`src/rtl/uart_rx_word_packer.sv`:
```
// Packs pairs of received UART bytes into 16-bit FIFO words, dropping when the FIFO is full.
// Optional lone-byte timeout flush is built only when UART_PACK_TIMEOUT_EN is defined.
module uart_rx_word_packer #(
  parameter bit          HI_FIRST     = 1'b1,
  parameter logic [7:0]  PAD_BYTE     = 8'h00,
  parameter int unsigned TIMEOUT_CLKS = 20000
) (
  input  logic        SYS_CLK,
  input  logic        RST,
  input  logic [7:0]  rx_data,
  input  logic        rx_valid,
  input  logic        wr_full,
  input  logic        clr_ovf,
  output logic [15:0] wr_data,
  output logic        wr_req,
  output logic        pending,
  output logic        overflow,
  output logic [7:0]  drop_cnt
);

  localparam logic [0:0] ST_IDLE = 1'b0;
  localparam logic [0:0] ST_HALF = 1'b1;

  logic [0:0]  state_q, state_d;
  logic [7:0]  hold_q, hold_d;
  logic [15:0] wr_data_q, wr_data_d;
  logic        wr_req_q, wr_req_d;
  logic        ovf_q, ovf_d;
  logic [7:0]  drop_q, drop_d;

  logic        emit;
  logic        drop;
  logic [15:0] word;
  logic        timeout_hit;

  function automatic logic [15:0] pack(input logic [7:0] first, input logic [7:0] second);
    return HI_FIRST ? {first, second} : {second, first};
  endfunction

`ifdef UART_PACK_TIMEOUT_EN
  localparam logic [19:0] TIMER_LAST = 20'(TIMEOUT_CLKS - 1);

  logic [19:0] timer_q, timer_d;

  assign timeout_hit = (state_q == ST_HALF) && (timer_q == TIMER_LAST);

  always_comb begin
    timer_d = timer_q;
    if (state_q == ST_IDLE) begin
      if (rx_valid) timer_d = '0;
    end else if (!rx_valid && !timeout_hit) begin
      timer_d = timer_q + 20'd1;
    end
  end

  always_ff @(posedge SYS_CLK) begin
    if (RST) timer_q <= '0;
    else     timer_q <= timer_d;
  end
`else
  // Without the timer a lone byte simply waits for its partner.
  assign timeout_hit = 1'b0;
`endif

  always_comb begin
    state_d = state_q;
    hold_d  = hold_q;
    emit    = 1'b0;
    word    = 16'h0000;
    case (state_q)
      ST_IDLE: begin
        if (rx_valid) begin
          hold_d  = rx_data;
          state_d = ST_HALF;
        end
      end
      default: begin
        // A real byte always beats the timeout in the same cycle.
        if (rx_valid) begin
          word    = pack(hold_q, rx_data);
          emit    = 1'b1;
          state_d = ST_IDLE;
        end else if (timeout_hit) begin
          word    = pack(hold_q, PAD_BYTE);
          emit    = 1'b1;
          state_d = ST_IDLE;
        end
      end
    endcase
  end

  assign drop      = emit && wr_full;
  assign wr_req_d  = emit && !wr_full;
  assign wr_data_d = wr_req_d ? word : wr_data_q;

  always_comb begin
    ovf_d  = ovf_q;
    drop_d = drop_q;
    if (drop) begin
      // A drop coinciding with a clear restarts the count at one.
      ovf_d  = 1'b1;
      if (clr_ovf)               drop_d = 8'd1;
      else if (drop_q != 8'hFF)  drop_d = drop_q + 8'd1;
    end else if (clr_ovf) begin
      ovf_d  = 1'b0;
      drop_d = 8'd0;
    end
  end

  always_ff @(posedge SYS_CLK) begin
    if (RST) begin
      state_q   <= ST_IDLE;
      hold_q    <= 8'h00;
      wr_data_q <= 16'h0000;
      wr_req_q  <= 1'b0;
      ovf_q     <= 1'b0;
      drop_q    <= 8'd0;
    end else begin
      state_q   <= state_d;
      hold_q    <= hold_d;
      wr_data_q <= wr_data_d;
      wr_req_q  <= wr_req_d;
      ovf_q     <= ovf_d;
      drop_q    <= drop_d;
    end
  end

  assign wr_data  = wr_data_q;
  assign wr_req   = wr_req_q;
  assign pending  = (state_q == ST_HALF);
  assign overflow = ovf_q;
  assign drop_cnt = drop_q;

endmodule

```
`config.mk`:
```
export PLATFORM = sky130hd
export DESIGN_NAME = uart_rx_word_packer
export DESIGN_NICKNAME = d
export VERILOG_FILES = /design/src/rtl/uart_rx_word_packer.sv
export SDC_FILE = /design/constraint.sdc
export NUM_CORES = 1
export LEC_CHECK = 0
export CORE_MARGIN = 2
export CORE_UTILIZATION = 42
export CTS_CLUSTER_DIAMETER = 100
export DETAILED_ROUTE_END_ITERATION = 8
export GPL_TIMING_DRIVEN = 0
export PLACE_DENSITY = 0.74
export SLEW_MARGIN = 10
export SYNTH_ARGS = -nofsm -noshare
export SYNTH_HDL_FRONTEND = slang
export SYNTH_SLANG_ARGS = --single-unit
```
`constraint.sdc`:
```
create_clock -name SYS_CLK -period 1.5 [get_ports SYS_CLK]
set_clock_uncertainty 0.15 [all_clocks]
set_input_delay 0.15 -clock SYS_CLK [delete_from_list [all_inputs] [get_ports SYS_CLK]]
set_output_delay 0.15 -clock SYS_CLK [all_outputs]
set_load 0.03 [all_outputs]
```
==> flow_metrics.py <==
metrics = {
    "final_layout": {
        "antennaDiodeCount": 0,
        "area_growth_pct": 34.13,
        "mostFrequentLayoutCells": "dfxtp_1 (32), dlygate4sd2_1 (21), nor2_1 (19)",
        "finalNetCount": 204,
        "final_common_cell": "dfxtp_1",
        "fillers": 330,
        "drive_gt1_share_pct": 28.57,
    },
    "detailed_routing": {
        "vias": 1208,
        "viasPerCell": 5.140,
        "post-route-drc-count": 0,
        "routedWlPerCell_um": 13.97,
        "drt_iter0_drc": 116,
        "finalWirelength_um": 3283,
        "final_antenna_net_count": 0,
        "drt_pre_antenna_iters": 4,
    },
    "clocking": {
        "cts_tree": "built",
        "cts-root-buf": "clkbuf_4",
        "clk-insertion-delay-late_ns": 0.33,
        "clkTransAtPathRegs_ns": 0.11,
        "cts_buffers": 5,
        "cts.sinks": 35,
        "h-tree-depth": 2,
        "clockBufferDepth": 2,
        "holdBufCountCts": 0,
    },
    "timing": {
        "period_minus_slack_ns": 1.439,
        "slew_headroom_pct": 78.70,
        "fmax_mhz": 695.1,
        "whs_ns": 0.1065,
        "finalMaxSlewViolations": 0,
        "max_slew.worst_pin.slew_ns": 0.3184,
        "period_share_pct": 95.90,
        "hold_viol": 0,
        "grt_setup_unrepaired": "true",
        "setup_viol": 0,
        "tns_ns": 0,
    },
    "power_and_ir_drop": {
        "clkPwrFrac_pct": 30.3,
        "power.switching_mw": 0.4287,
        "sw_frac_of_total_pct": 26.32,
        "seq_power_share_pct": 59.4,
        "p_int_mw": 1.200,
        "p_comb_share_pct": 10.3,
        "peakVddDrop_v": 0.0006199,
        "p_leak_nw": 0.8348,
        "p_per_area_nw_per_um2": 830.3,
        "total_power_mw": 1.629,
    },
    "placed_design": {
        "place_congestion": 0.8957,
        "numPortBuffers": 39,
        "dp_hpwl_um": 2365,
    },
    "hold_path": {
        "hp-class": "in2reg",
    },
    "global_routing": {
        "antenna_found_initial": 0,
        "grt_pass1_vias": 1226,
        "grt_usage_pct": 17.90,
        "grt_pass1_wl_um": 5513,
        "grt_max_degree": 12,
        "overflow": 0,
    },
    "logic_synthesis": {
        "ys_seq_elements": 35,
        "postSynthCellCount": 141,
        "synth_area_leader_cell": "dfxtp_1",
        "syn-cell-area_um2": 1463,
        "avgSynthCellArea_um2": 10.37,
        "seq_area_frac_synth_pct": 47.90,
        "ys_types": 30,
        "yosysTopAreaCellShare_pct": 47.90,
        "synth_nets": 157,
        "synth_area_leaders": "dfxtp_1 (48%), a22oi_2 (8.6%), mux2i_1 (6.2%)",
        "yosys_warnings": 0,
    },
    "floorplanning": {
        "fp.dieH_um": 63.01,
        "core_um2": 3337,
        "io_pins": 40,
        "initial_utilization_pct": 43.83,
        "dieArea_um2": 3970,
        "die_w_um": 63.01,
        "rows": 21,
    },
    "run": {
        "cap_violations": 0,
    },
    "worst_setup_path": {
        "slowest_stage": "dfxtp_1",
        "critPathCaptureType": "primary output",
        "path_cells": "clkdlybuf4s15_1",
        "path_class": "reg2out",
        "max_stage_delay_ns": 0.41,
        "crit_required_ns": 1.20,
        "cp.buffers_inverters": 1,
        "critPathLaunchType": "flip-flop",
        "cp_top_family": "flip-flops",
        "worstPathArrival_ns": 1.14,
        "reg2reg_slack_ns": 0.06,
        "worstPathMaxFanout": 5,
    },
    "run_status": {
        "status": "complete, no violations",
    },
}
## tightest hold or removal path, delay by kind of cell
kind                     cells  cell delay, ns
buffers and inverters        1            0.20
adder cells (fa/ha/maj)      1            0.17
AND/OR/NAND/NOR              1            0.04
## stage by stage
stage	cell area [µm²]	utilization (%)	setup WS (ns)	std cells
after CTS	1943	58.23	0.008527	234
after detailed placement	1914	57.37	-0.4007	226
after global placement	1914	57.37	-0.3302	226
after global routing	1962	58.79	-0.01268	235
after floorplan	1466	-	0.008342	141
final	1962	58.79	0.06145	235
## power groups by stage
stage	clock network [mW]	registers [mW]	logic, mW
global route	0.557	0.971	0.183
finish	0.494	0.967	0.167
detailed placement	0	0.988	0.170
CTS	0.507	0.967	0.167
global placement	0	0.987	0.167
floorplan	0	0.999	0.0843
## timing repair
action                                  CTS  global route
buffers inserted                          0             1
pin swaps                                 1             4
gates resized for setup                  33            16
endpoints found under the setup margin   37            21
## path summary, 6_finish.rpt
kind         depth (start not counted)         from          end
max                                  1  drop_cnt[5]  drop_cnt[5]
min                                  3     rx_valid      pending
max reg2reg                          7      pending  wr_data[13]
min reg2reg                          2     overflow     overflow
## kinds of logic (layout without fill, tap and decap cells)
kind of cell / after synthesis / in the layout / share of synthesized area, %
AO/OA/AOI/OAI: 31 / 31 / 18.39
adder cells (fa/ha/maj): 3 / 3 / 2.567
buffers and inverters: 10 / 58 / 5.560
flip-flops: 35 / 35 / 47.90
multiplexers: 9 / 9 / 6.159
AND/OR/NAND/NOR: 53 / 53 / 19.42
## final cells by class
| type | count | area [µm²] | share of cell area, % |
|---|---|---|---|
| multi-input cells | 96 | 711.9 | 36.29 |
| flip-flops and latches | 35 | 709.4 | 36.16 |
| repair buffers | 40 | 349.1 | 17.79 |
| plain buffers | 8 | 73.82 | 3.763 |
| well taps | 46 | 57.56 | 2.934 |
| clock buffers | 5 | 37.54 | 1.913 |
| clock inverters | 3 | 15.01 | 0.7653 |
| inverters | 2 | 7.507 | 0.3827 |
## per-layer routing
metal | track usage [%] | vias to the layer above | part of all wire [%]
li1 | - | 595 | -
met1 | 20.63 | 562 | 45
met2 | 30.19 | 46 | 46
met3 | 7.027 | 5 | 7.4
met4 | 5.833 | 0 | 1.3
met5 | 0 | - | 0
## registers in the layout, summed over array words and instances, names as in the netlist
register	count
wr_data	16
drop_cnt	8
hold_q	8
overflow	1
pending	1
wr_req	1
## cell usage after synthesis
master,instances
and4_2,1
a22oi_2,10
a22oi_1,6
nor2_8,1
buf_2,4
a211oi_1,1
ha_1,3
buf_12,1
a31oi_1,4
nand2_1,6
a21o_4,1
or2_2,1
nor2_2,10
or3_1,1
and3_1,1
nand2b_1,2
o21ai_0,3
dfxtp_1,35
nand3_1,3
nor2_4,1
nand3b_1,1
buf_6,3
nand4_1,3
inv_1,2
a21oi_1,4
mux2i_1,9
nor3_1,2
nor2_1,20
a311oi_1,1
o21bai_1,1
(Power assumes the default switching activity.)
